### src/rtl/btn_conditioner.sv
// N-channel push-button front end: polarity, two-flop synchroniser, counter debouncer,
// edge tick, press-toggle latch and long-press pulse, all channels independent.
module btn_conditioner #(
   parameter int N          = 4,
   parameter bit ACTIVE_LOW = 1'b1,
   parameter int DB_BITS    = 19,
   parameter int LONG_BITS  = 26,
   parameter int EDGE_MODE  = 0
) (
   input  logic         clk,
   input  logic         reset,
   input  logic [N-1:0] btn,
   input  logic [N-1:0] toggle_clr,
   output logic [N-1:0] db,
   output logic [N-1:0] tick,
   output logic [N-1:0] toggle,
   output logic [N-1:0] long
);

   typedef enum int {
      EDGE_PRESS   = 0,
      EDGE_RELEASE = 1,
      EDGE_BOTH    = 2
   } edge_mode_e;

   localparam logic [DB_BITS-1:0]   DB_LAST = '1;
   localparam logic [LONG_BITS-1:0] HC_LAST = '1;
   localparam logic [LONG_BITS-1:0] HC_FIRE = HC_LAST - LONG_BITS'(1);

   logic [N-1:0]         s1;
   logic [N-1:0]         s2;
   logic [DB_BITS-1:0]   cnt [N];
   logic [LONG_BITS-1:0] hc  [N];

   logic [N-1:0] db_flip;
   logic [N-1:0] rise;
   logic [N-1:0] fall;
   logic [N-1:0] tick_next;

   // NOTE: every always_comb output gets a default first so no path can infer a latch.
   always_comb begin
      db_flip = '0;
      for (int i = 0; i < N; i++) begin
         db_flip[i] = (s2[i] != db[i]) && (cnt[i] == DB_LAST);
      end
      rise = db_flip & s2;
      fall = db_flip & db;

      tick_next = '0;
      case (edge_mode_e'(EDGE_MODE))
         EDGE_PRESS:   tick_next = rise;
         EDGE_RELEASE: tick_next = fall;
         default:      tick_next = rise | fall;
      endcase
   end

   // NOTE: sequential state uses non-blocking assignments only, so every register
   // samples the pre-edge values of its neighbours regardless of statement order.
   always_ff @(posedge clk) begin
      if (!reset) begin
         s1     <= '0;
         s2     <= '0;
         db     <= '0;
         tick   <= '0;
         toggle <= '0;
         long   <= '0;
         // NOTE: these counter arrays are live state, not storage, so they are cleared
         // on reset; a real memory array would normally be left unreset.
         for (int i = 0; i < N; i++) begin
            cnt[i] <= '0;
            hc[i]  <= '0;
         end
      end else begin
         s1     <= btn ^ {N{ACTIVE_LOW}};
         s2     <= s1;
         db     <= db ^ db_flip;
         tick   <= tick_next;
         toggle <= ~toggle_clr & (toggle ^ rise);

         for (int i = 0; i < N; i++) begin
            // Any agreeing sample, or a completed flip, restarts the debounce count.
            if ((s2[i] == db[i]) || db_flip[i]) begin
               cnt[i] <= '0;
            end else begin
               cnt[i] <= cnt[i] + DB_BITS'(1);
            end

            // Hold counter saturates at its top value so long fires once per press.
            if (!db[i]) begin
               hc[i]   <= '0;
               long[i] <= 1'b0;
            end else begin
               long[i] <= (hc[i] == HC_FIRE);
               if (hc[i] != HC_LAST) begin
                  hc[i] <= hc[i] + LONG_BITS'(1);
               end
            end
         end
      end
   end

endmodule

### config.mk
export PLATFORM = sky130hd
export DESIGN_NAME = btn_conditioner
export DESIGN_NICKNAME = d
export VERILOG_FILES = /design/src/rtl/btn_conditioner.sv
export SDC_FILE = /design/constraint.sdc
export NUM_CORES = 1
export LEC_CHECK = 0
export ABC_CLOCK_PERIOD_IN_PS = 2550
export CAP_MARGIN = 20
export CORE_UTILIZATION = 58
export CTS_BUF_LIST = sky130_fd_sc_hd__clkbuf_4
export DETAILED_ROUTE_END_ITERATION = 16
export GPL_TIMING_DRIVEN = 0
export HOLD_SLACK_MARGIN = 0.02
export PLACE_DENSITY = 0.81
export SYNTH_ARGS = -nofsm -noshare
export SYNTH_HDL_FRONTEND = slang
export SYNTH_SLANG_ARGS = --single-unit
### constraint.sdc
create_clock -name clk -period 2.55 [get_ports clk]
set_input_delay 0.3825 -clock clk [delete_from_list [all_inputs] [get_ports clk]]
set_output_delay 0.3825 -clock clk [all_outputs]
set_load 0.005 [all_outputs]
# --- Word-level counts from Yosys, hierarchy flattened ---
# Memory sizes are Yosys's and may differ from the RTL's.
# Cells that the tools add are included.
word_totals:
  in_bits: 10
  rom_bits: 0
  ram_bits: 180
  mem_count: 2
  latch_bits: 0
  output_inout_bits: 16
  regBits: 24
memory_table:
  columns: ["memory", "depth", "word_bits", "read_ports", "rd_ports_with_merged_regs", "wr", "line", "text"]
  rows:
  - ["hc", 4, 26, 4, 0, 4, "33", "logic [LONG_BITS-1:0] hc [N];"]
  - ["cnt", 4, 19, 4, 0, 4, "32", "logic [DB_BITS-1:0] cnt [N];"]
op_classes:
  add_sub_neg: 8
  n_mux: 69
  eq_ne: 20
  magnitude_cmp: 0
  div: 0
  reduce_logical: 12
  bitwise: 22
  shifts: 0
  mul: 0
ops:
  columns: ["operator", "n"]
  rows:
  - ["$mux 26", 8]
  - ["$mux 19", 8]
  - ["$add 26x1->26 const B", 4]
  - ["$eq 26x26->1 const B", 4]
  - ["$ne 26x26->1 const B", 4]
  - ["$add 19x1->19 const B", 4]
  - ["$eq 19x19->1 const B", 4]
  - ["$mux 1", 53]
  - ["$or 1x1->1", 16]
  - ["$and 4x4->4", 2]
  - ["$not 4->4", 2]
  - ["$reduce_and 2->1", 4]
  - ["$xor 4x4->4", 2]
  - ["$eq 1x1->1", 4]
  - ["$logic_and 1x1->1", 4]
  - ["$logic_or 1x1->1", 4]
  - ["$ne 1x1->1", 4]

# --- Logic depth before layout (Yosys ltp) ---
# Gate-level depths: netlist (run 1).
depth:
  depth_word: 8
  mapped_depth: 7
  depth_no_buf: 5

# --- Worst setup path before layout (run 1) ---
# No wires, ideal clock.
synth_timing:
  path_kind: "flip-flop to flip-flop"
  from: "memory hc[0][2]"
  to: "memory hc[0][0] (enable)"
  required_ns: 2.043
  path_stages_with_launch: 5
  path_buffers: 0
  arrival_ns: 1.920
  period_less_slack_ns: 2.427
  slack_ns: 0.123
  cell_sequence: "edfxtp_1 > nand3_1 > or4_1 > nor2_1 > nand3_1"
synth_lines:
  columns: ["element", "line"]
  rows:
  - ["start: declaration", "33"]

==> flow_metrics.tcl, run 1 <==
set metrics [dict create \
    drc 0 \
    status "finished, final reports clean" \
    num_rows 50 \
    vias 8600 \
    synth_edf_count 180 \
    gp_congestion 0.875 \
    vdd_drop_max_mv 0.435 \
    ant_nets 0 \
    final-hold-violation-count 0 \
    setup_viol 0 \
    clockBufferDepth 3 \
    first_global_vias 8111 \
    powerDensity_nw_per_um2 524 \
    syn-mean-instance-area_sq_um 10.4 \
    cts_tree "yes" \
    grt_setup_unrepaired "false" \
    wl_per_cell_microns 14.3 \
    worstSetupPathType "flop to flop" \
    synth.top_cell.area_share 0.491 \
    yosys_warnings 0 \
    dp_hpwl_microns 14700 \
    startpoint "cnt[0][0]" \
    cts_root_buf "clkbuf_4" \
    holdWs_ns 0.277 \
    drive_gt1_frac 0.107 \
    ioPinCount 26 \
    maxSlewHeadroom 0.540 \
    worstHoldStart "btn[1]" \
    layout_worst_path_cycle_share 0.935 \
    synthArstFlopShare 0 \
    r2r-end "cnt[0][9]" \
    required_ns 2.97 \
    nets 1243 \
    hold_path_depth 2 \
    antenna_found_initial 1 \
    cts.htree.levels 2 \
    grt_overflow 0 \
    drt_iter0_drc 435 \
    die_w_microns 140 \
    fmax_mhz 419 \
    fillers 1449 \
    ys_seq_area_frac 0.534 \
    fin_crit_ns 2.38 \
    area_growth_pct 14.0 \
    start_kind "flop" \
    initial_core_util 0.591 \
    die_height_microns 140 \
    worstHoldPathType "input pin to flop" \
    worst_slew_pin_slew_ns 0.684 \
    drv_slew 0 \
    r2r_cells 6 \
    core_area_sq_um 18600 \
    grt_usage 0.221 \
    rr_startpoint "cnt[0][0]" \
    synth_flop_cell "edfxtp_1" \
    yosysUniqueCellTypes 58 \
    p_total_mw 6.58 \
    clk_latency_ns 0.69 \
    synth_area_sq_um 11000 \
    cp.arrival_ns 2.81 \
    multi_input_area_sq_um 5150 \
    min_to "s1[1]" \
    yosysMostFrequentCell "edfxtp_1" \
    grt_pass1_wl_microns 35800 \
    dieArea_sq_um 19500 \
    reg2reg_slack_ns 0.17 \
    grt_start_max_net_pins 27 \
    drt-total-wl_microns 21400 \
    numCtsBuffers 53 \
    yosys.area.top_type "edfxtp_1" \
    yosys_register_bits 204 \
    numPortBuffers 24 \
    ctsHoldBuffers 0 \
    firstDrtPassIters 4 \
    synthTopCellsByCount "180 x edfxtp_1, 136 x nor2_1, 75 x nand2_1" \
    fin_skew_ns 0.0597 \
    postLayoutCoreUtil 0.673 \
    end_kind "flop" \
    seqCellArea_sq_um 5890 \
    clock_sinks 204 \
    clk_pin_slew_ns 0.07 \
    syn_inst 1064 \
    cellLeakagePower_nw 4.19 \
    viasPerCell 5.74 \
    cap_violations 0 \
    path_max_fanout 10 \
    synthTopCellsByArea "edfxtp_1 49%, nor2_1 4.6%, dfxtp_1 4.4%, xnor2_1 4.2%, xor2_1 3.5%" \
]
-- cells in the final DEF (no fill, tap or decap), types with 27 or more instances in the layout --
cell	Yosys	final
nand4_1	57	57
xnor2_1	53	53
xor2_1	44	44
conb_1	1	76
inv_1	35	35
nand3_1	59	58
nor2_1	136	136
or4_1	31	31
o31ai_1	27	27
clkbuf_4	0	75
nand2_1	75	74
o21ai_0	29	29
a21oi_1	60	60
edfxtp_1	180	180
or3_1	31	30
-- report_power, final --
group,total (mW),internal (mW),leakage [nW],switching [mW]
sequential,3.72,3.66,2.26,0.0575
combinational,0.138,0.0586,1.53,0.0794
clock,2.73,1.36,0.393,1.37
-- kinds of logic (layout without fill, tap and decap cells) --
family,after synthesis,after routing,share of synthesized area
fa+ha+maj,12,12,0.0136
simple gates,522,522,0.253
mux,6,6,0.00545
other cells,1,77,0.000340
compound gates,153,153,0.0896
buf+inv,69,192,0.0266
flops,204,204,0.534
xor+xnor,97,97,0.0771
-- worst max-delay path, cell delays in order (launching register included) --
cell,delay (ns)
edfxtp_1,0.39
ha_1,0.26
nand3_1,0.20
nor4_2,0.66
a21o_1,0.30
buf_2,0.25
nor2_1,0.07
-- registers in the layout (all words and copies together), names as in the netlist, named ones only --
register  cells
cnt          76
hc          104
s2            4
toggle        4
s1            4
tick          4
long          4
-- stage by stage --
step                setup TNS [ns]  setup slack [ns]  instance area [sq um]  cells
detailed placement          -19.06            -0.372                  11800   1398
CTS                              0           0.00417                  12500   1494
floorplan                        0             0.123                  11300   1139
global placement            -24.94            -0.351                  11800   1397
finish                           0             0.166                  12600   1497
global route                     0           0.00196                  12600   1497
-- area by class of cell --
class	count	share of cell area
multi-input cells	866	0.410
clock inverters	21	0.00668
diodes	1	0.000199
well taps	234	0.0233
plain buffers	34	0.0131
inverters	35	0.0105
repair buffers	27	0.0221
clock buffers	75	0.0449
flip-flops and latches	204	0.469
-- worst max-delay path by stage --
stage,endpoint,slack (ns),depth (start not counted)
after floorplan,hc[0][0],0.12,4
after global routing,cnt[3][10],0.002,7
final,cnt[0][9],0.17,6
after global placement,hc[2][15],-0.35,4
after detailed placement,hc[2][23],-0.37,4
after CTS,cnt[1][11],0.004,7
-- repair_timing --
item | 4_1_cts | 5_1_grt
hold endpoints to repair | 0 | 0
setup buffers | 0 | 1
pin swaps | 0 | 1
endpoints found under the setup margin | 67 | 62
gates resized for setup | 4 | 6
-- layer usage --
layer	wire length (microns)	GRT usage
met4	393	0.0804
met2	10300	0.371
met1	9600	0.285
met3	1050	0.0430
met5	0	0
(Power assumes the default switching activity.)
==> inputs of run 2 (changes only) <==
--- a/config.mk
+++ b/config.mk
@@ -7,6 +7,7 @@
 export LEC_CHECK = 0
 export ABC_CLOCK_PERIOD_IN_PS = 2550
 export CAP_MARGIN = 20
+export CORE_MARGIN = 4
 export CORE_UTILIZATION = 58
 export CTS_BUF_LIST = sky130_fd_sc_hd__clkbuf_4
 export DETAILED_ROUTE_END_ITERATION = 16
==> run 2 against run 1 <==
Effect of this change:
- via count fell by 0.64%
- first-iteration DRC count rose by 24%
- final area rose by 0.28%
- sequential power barely moved
- setup slack got worse by 0.021 ns
- register-to-register slack got worse by 0.02 ns
- power fell by 0.72%
- sequential share of layout area fell by 0.13 points
- largest cell class unchanged
- largest power group unchanged
==> flow_metrics.tcl, run 2 (synthesis results as in run 1) <==
set metrics [dict create \
    viasPerCell 5.71 \
    cts_root_buf "clkbuf_4" \
    first_global_vias 8124 \
    clockBufferDepth 3 \
    die_height_microns 146 \
    status "finished, final reports clean" \
    cts.htree.levels 2 \
    start_kind "flop" \
    cap_violations 0 \
    path_max_fanout 10 \
    setup_ws_ns 0.144 \
    reg_top3 "hc: 104 flops, cnt: 76 flops" \
    clk_pin_slew_ns 0.06 \
    firstDrtPassIters 5 \
    wl_per_cell_microns 14.5 \
    dieArea_sq_um 21300 \
    numCtsBuffers 51 \
    ant_nets 0 \
    grt_start_max_net_pins 27 \
    seqCellArea_sq_um 5890 \
    fin_skew_ns 0.0316 \
    die_w_microns 146 \
    powerDensity_nw_per_um2 519 \
    cts_tree "yes" \
    grtUsageMet1 0.264 \
    use_met2 0.336 \
    ioPinCount 26 \
    grt_usage 0.202 \
    drc 0 \
    post-place-ws_ns -0.389 \
    drt_iter0_drc 538 \
    p_total_mw 6.53 \
    worst_slew_pin_slew_ns 0.656 \
    worstSetupPathType "flop to flop" \
    gp_congestion 0.799 \
    grt_pass1_wl_microns 36900 \
    multi_input_area_sq_um 5160 \
    final-hold-violation-count 0 \
    num_rows 50 \
    fin_crit_ns 2.41 \
    top_usage_layer "met2" \
    drt-total-wl_microns 21600 \
    core_area_sq_um 18700 \
    worstHoldPathType "input pin to flop" \
    clk_latency_ns 0.65 \
    fin_setup_tns_ns 0 \
    area_growth_pct 14.3 \
    fillers 1446 \
    drv_slew 0 \
    grt_overflow 0 \
    final_cell_mix "180 x edfxtp_1, 136 x nor2_1, 76 x clkbuf_4, 76 x conb_1, 74 x nand2_1" \
    required_ns 2.93 \
    drive_gt1_frac 0.109 \
    initial_core_util 0.589 \
    vias 8545 \
    path_cells "ha_1, nand4_1, or4_1, clkbuf_1, o21ai_4, buf_2, nor2_1" \
    nets 1243 \
    maxSlewHeadroom 0.563 \
    crit_slowest_cell "or4_1" \
    critPathMaxStageDelay_ns 0.47 \
    largest_reg_flops 104 \
    setup_viol 0 \
    antenna_found_initial 1 \
    clock_sinks 204 \
    layout_worst_path_cycle_share 0.943 \
    end_kind "flop" \
    layout_commonest_cell "edfxtp_1" \
    use_met3 0.0420 \
    cellLeakagePower_nw 4.22 \
    cp.arrival_ns 2.79 \
    postLayoutCoreUtil 0.673 \
    numPortBuffers 24 \
    reg2reg_slack_ns 0.14 \
    fmax_mhz 416 \
    vdd_drop_max_mv 0.320 \
    largest_register "hc" \
    dp_hpwl_microns 14800 \
]
run 2: worst max-delay path: cells and delay by family, from the launching register on:
| family | cells | cell delay [ns] |
|---|---|---|
| simple gates | 3 | 0.78 |
| buf+inv | 2 | 0.50 |
| flops | 1 | 0.36 |
| compound gates | 1 | 0.27 |
| fa+ha+maj | 1 | 0.23 |
run 2: path summary, 6_finish.rpt:
kind             start        end  cells past startpoint
max reg2reg  cnt[1][0]  cnt[1][8]                      7
min reg2reg      s1[3]      s2[3]                      1
min             btn[0]      s1[0]                      2
max          cnt[1][0]  cnt[1][8]                      7
run 2: final cells by class:
type | instances | area share
diodes | 1 | 0.000199
plain buffers | 34 | 0.0131
clock buffers | 76 | 0.0453
clock inverters | 18 | 0.00586
inverters | 35 | 0.0104
multi-input cells | 866 | 0.410
flip-flops and latches | 204 | 0.468
well taps | 234 | 0.0233
repair buffers | 29 | 0.0243
run 2: per-layer routing:
metal / share of wire / vias to the layer above
met4: 0.024 / 0
met2: 0.48 / 219
met5: 0 / -
met3: 0.049 / 45
li1: - / 4287
met1: 0.45 / 3994
run 2: through the flow:
step / instances / area (sq um) / hold slack (ns)
after floorplan: 1139 / 11300 / 0.412
after global placement: 1397 / 11800 / 0.412
after detailed placement: 1398 / 11800 / 0.423
after CTS: 1492 / 12500 / 0.273
after global routing: 1497 / 12600 / 0.281
final: 1497 / 12600 / 0.323
run 2: power breakdown:
part           internal [mW]  switching, mW  total [mW]
combinational         0.0597         0.0799       0.140
clock                   1.37           1.31        2.68
sequential              3.66         0.0567        3.71
total                   5.09           1.45        6.53
run 2: what timing repair did:
item | CTS | global route
buffers inserted | 0 | 3
endpoints found under the setup margin | 70 | 57
pin swaps | 0 | 1
gates cloned | 0 | 0
hold buffers | 0 | 0
gates resized for setup | 5 | 8
==> RTL edit 1, RTL diff (settings of run 2) <==
Set the parameter `EDGE_MODE` to 1 (it was 0).
--- a/src/rtl/btn_conditioner.sv
+++ b/src/rtl/btn_conditioner.sv
@@ -5,7 +5,7 @@
    parameter bit ACTIVE_LOW = 1'b1,
    parameter int DB_BITS    = 19,
    parameter int LONG_BITS  = 26,
-   parameter int EDGE_MODE  = 0
+   parameter int EDGE_MODE  = 1
 ) (
    input  logic         clk,
    input  logic         reset,
Check against the original RTL: same outputs for any inputs over 10 cycles, from zero or initial values and one cycle with reset low; that may be too few to reach the edited logic, so the function may still have changed.
==> RTL edit 1 against run 2 <==
  * Design area fell by 3.3%
  * Sequential share of layout area is 1.6 points higher
  * Power rose by 4.9%
  * Worst setup slack improved by 0.014 ns
  * Global-route usage down 0.34 points
  * Non-clock buffer count shrank 14
  * Clock skew is 0.011 ns lower
  * Area after synthesis is 4.8% lower
  * Clock power is 12% higher
  * Critical endpoint is now hc[2][19]
  * Wire length shrank 8.4%
  * Hold slack got worse by 0.051 ns
  * Highest routed layer unchanged
  * First-iteration DRC count shrank 32%
  * Sequential cell count unchanged
  * Largest power group unchanged
==> RTL edit 1: results (changes against run 2) <==
[status]
outcome = finished, final reports clean

[finish]
fillCellCount = 1326  ; -8.3%
bufAreaShareNonClock_pct = 3.453  ; -0.28 points
fin_cells = 1423  ; -4.9%
buffers = 49  ; -22%
inverters = 24  ; -31%
multi_input_area_share_pct = 39.12  ; -1.9 points
clkbuf_count = 82  ; +7.9%

[synth]
ys_types = 42  ; -28%
synthTopCellsByArea = edfxtp_1 52%, xor2_1 7.6%, nor2_1 7.4%
synth_compound_area_share_pct = 1.671  ; -7.3 points
postSynthAreaPerCell_um2 = 10.53  ; +1.7%
synth_xor_area_share_pct = 13.53  ; +5.8 points
synth_mux_area_share_pct = 0.09547  ; -0.45 points
yosys-top-cells-count = 206 x nor2_1, 180 x edfxtp_1, 91 x xor2_1
seq_area_frac_synth_pct = 56.13  ; +2.7 points

[global_routing]
grt_first_pass_wirelength_um = 33510  ; -9.2%
grt_pass1_vias = 7522  ; -7.4%
grt_use_total_pct = 19.89  ; -0.34 points

[sta]
relSlewSlack_pct = 47.68  ; -8.6 points
finClkSkew_ns = 0.02058  ; -0.01103 ns

[power_and_ir_drop]
powerDensity_nw_per_um2 = 563.2  ; +8.5%
power.clock.fraction_pct = 43.9  ; +2.9 points
ir_drop_v = 0.0003649  ; +14%
netSwitchingPower_mw = 1.474  ; +1.9%
seq_power_share_pct = 54.2  ; -2.6 points
total_leakage_power_nw = 4.261  ; +1.1%

[placed_design]
post-dp-hpwl_um = 13450  ; -8.8%
pre_cts_ws_ns = -0.8725  ; -0.4832 ns
gp_congestion = 0.8127  ; +1.8%
portBuffers = 25  ; +4.2%
place_inst = 1322  ; -5.4%

[cts]
numCtsBuffers = 54  ; +5.9%

[detailed_routing]
drt-pass1-iter-count = 4  ; -1
first_iter_violations = 364  ; -32%
wl_um = 19820  ; -8.4%

[critical_path]
startpoint = hc[2][0]

[RTL edit 1: cell types whose count changed in the layout (fill, tap and decap cells not counted), moves of 10 or more]
cell / before / now
o31ai_1: 27 / 1
nand4_1: 57 / 47
nand3_1: 58 / 88
nor2_1: 136 / 206
or4_1: 31 / 6
clkbuf_1: 19 / 9
and3_1: 21 / 31
a21oi_1: 60 / 8
xnor2_1: 53 / 71
or3_1: 30 / 5
xor2_1: 44 / 91
o21ai_0: 29 / 11
inv_1: 35 / 24
[RTL edit 1: layer usage]
metal,vias up,part of all wire (%),track usage [%]
met3,30,5.0,4.335
met2,165,49,32.99
met5,-,0,0
met1,3574,44,25.70
met4,0,2.0,7.654
li1,3834,-,-
[RTL edit 1: worst max path at each step]
stage                           end  slack [ns]  cells past startpoint
after floorplan            hc[1][0]        0.16                      5
after CTS                 hc[0][12]        0.01                      4
after global placement     hc[1][5]       -1.36                      6
after detailed placement   hc[1][8]       -0.87                      7
after global routing      hc[2][19]        0.02                      7
final                     hc[2][19]        0.16                      7
==> RTL edit 2, RTL diff (config.mk and constraints of run 2) <==
Made on the original files. Remove the register `tick`: a continuous assignment takes its place, so the output `tick` follows one clock earlier.
--- a/src/rtl/btn_conditioner.sv
+++ b/src/rtl/btn_conditioner.sv
@@ -61,7 +61,6 @@
          s1     <= '0;
          s2     <= '0;
          db     <= '0;
-         tick   <= '0;
          toggle <= '0;
          long   <= '0;
          // NOTE: these counter arrays are live state, not storage, so they are cleared
@@ -74,7 +73,6 @@
          s1     <= btn ^ {N{ACTIVE_LOW}};
          s2     <= s1;
          db     <= db ^ db_flip;
-         tick   <= tick_next;
          toggle <= ~toggle_clr & (toggle ^ rise);
 
          for (int i = 0; i < N; i++) begin
@@ -99,5 +97,7 @@
       end
    end
 
+   assign tick = tick_next;
+
 endmodule
 
Check against the original RTL: same outputs for any inputs over 10 cycles, from zero or initial values and one cycle with reset low; that may be too few to reach the edited logic, so the function may still have changed.
==> RTL edit 2 against run 2 <==
  * The run now ends with setup timing left
  * Area after synthesis is 1.7% lower
  * Worst setup slack lost 0.28 ns
  * Die area decreased by 1.6%
  * Sequential cell count down 4
  * Wire length increased by 3.3%
  * Design area up 1.9%
  * Sequential power decreased by 2%
  * Power decreased by 14%
  * Critical path type is now register to output port
  * Critical endpoint is now tick[1]
==> RTL edit 2: results (changes against run 2) <==
[status]
outcome = finished with violations
failed_checks = setup timing

[sta]
worst_slew_pin_slew_ns = 0.5637  ; -0.09227 ns
finClkSkew_ns = 0.03089  ; -0.0007195 ns
finalSetupViolCount = 15  ; +15
hold-worst-slack_ns = 0.3067  ; -0.01588 ns
fin_ws_ns = -0.1394  ; -0.2837 ns

[placed_design]
portBuffers = 25  ; +4.2%
place_inst = 1390  ; -0.57%
gp_congestion = 0.8394  ; +5.1%
post-dp-hpwl_um = 14460  ; -2.0%

[global_routing]
use_met3_pct = 4.398  ; +0.19 points
grt_pass1_vias = 8076  ; -0.59%
use_met2_pct = 36.55  ; +2.9 points
use_met1_pct = 29.21  ; +2.8 points

[power_and_ir_drop]
total_leakage_power_nw = 4.316  ; +2.4%

[critical_path]
cpMaxStageDelayCell = or4_4
r2r-end = toggle[1]
critical_path.max_fanout = 3  ; -7
rrSetupSlack_ns = -0.13  ; -0.27 ns
reg2regPathDepth = 15  ; +8

[detailed_routing]
avgRoutedWirePerCell_um = 14.92  ; +3.3%
first_iter_violations = 539  ; +0.19%

[synth]
yosys-top-cells-count = 180 x edfxtp_1, 123 x nor2_1, 77 x nand2_1
ys_types = 54  ; -6.9%
seq_area_frac_synth_pct = 53.61  ; +0.17 points
syn_inst = 1060  ; -0.38%

[finish]
final_layout_size_suffix_gt1_share_pct = 12.85  ; +1.9 points

[min_path]
min_to = s1[1]

## RTL edit 2: cell types whose count changed in the layout (fill, tap and decap cells not counted), moves of 10 or more
cell,change
clkinv_1,-12
buf_4,+64
buf_6,+10
nor2_1,-14
nand4_1,-10
or3_1,+17
o21ai_0,+16
clkbuf_4,-55
a21oi_1,+10
## RTL edit 2: per-stage QoR
stage          util [%]  setup TNS [ns]  worst slack (ns)
6_report          70.70         -0.7270           -0.1394
2_1_floorplan         -               0           0.09254
4_1_cts           69.05         -0.1983           -0.1244
3_5_place_dp      64.33          -70.04            -1.050
3_3_place_gp      64.18          -73.63            -1.027
5_1_grt           70.70          -3.084           -0.2669
## RTL edit 2: kinds of logic (layout without fill, tap and decap cells)
logic type,Yosys count,count (layout),synth area share (%)
other,1,77,0.03463
buffers and inverters,65,197,2.403
AO/OA/AOI/OAI,162,162,8.931
AND/OR/NAND/NOR,521,522,25.57
multiplexers,5,5,0.4622
flip-flops,200,200,53.61
adder cells (fa/ha/maj),12,12,1.386
XOR/XNOR,94,94,7.603
## RTL edit 2: repair_timing
| action | 4_1_cts | 5_1_grt |
|---|---|---|
| buffers inserted | 49 | 32 |
| setup endpoints to repair | 137 | 80 |
| gates cloned | 0 | 1 |
| hold buffers | 0 | 0 |
| pin swaps | 12 | 12 |
| resized for setup | 46 | 27 |
## RTL edit 2: how the worst max path moves through the flow
stage / slack, ns / endpoint / cells after the start
2_1_floorplan: 0.09 / hc[3][0] / 6
3_3_place_gp: -1.03 / hc[1][4] / 5
3_5_place_dp: -1.05 / hc[3][7] / 6
4_1_cts: -0.12 / toggle[1] / 17
5_1_grt: -0.27 / tick[1] / 5
6_report: -0.14 / tick[1] / 5
## RTL edit 2: report_power, final
| part | internal [mW] | total [mW] | leakage [nW] | switching [mW] |
|---|---|---|---|---|
| registers | 3.59 | 3.65 | 2.23 | 0.0565 |
| clock network | 0.723 | 1.78 | 0.154 | 1.05 |
| logic | 0.0865 | 0.186 | 1.93 | 0.0994 |
| total | 4.40 | 5.61 | 4.32 | 1.21 |
## RTL edit 2: final cells by class
type	instances	area (µm²)
sequential	200	5806
buffer	31	146.4
clock buffer	21	157.7
fill	1293	5316
antenna	1	2.502
tap	229	286.5
clock inverter	11	150.1
timing repair buffer	103	880.8
multi-input combinational	871	5285
inverter	31	116.4
## RTL edit 2: per-layer routing
layer  wire, µm  up-vias
met5          0        -
met4        254        0
met1      10170     4127
li1           -     4319
met3        880       24
met2      11050      203
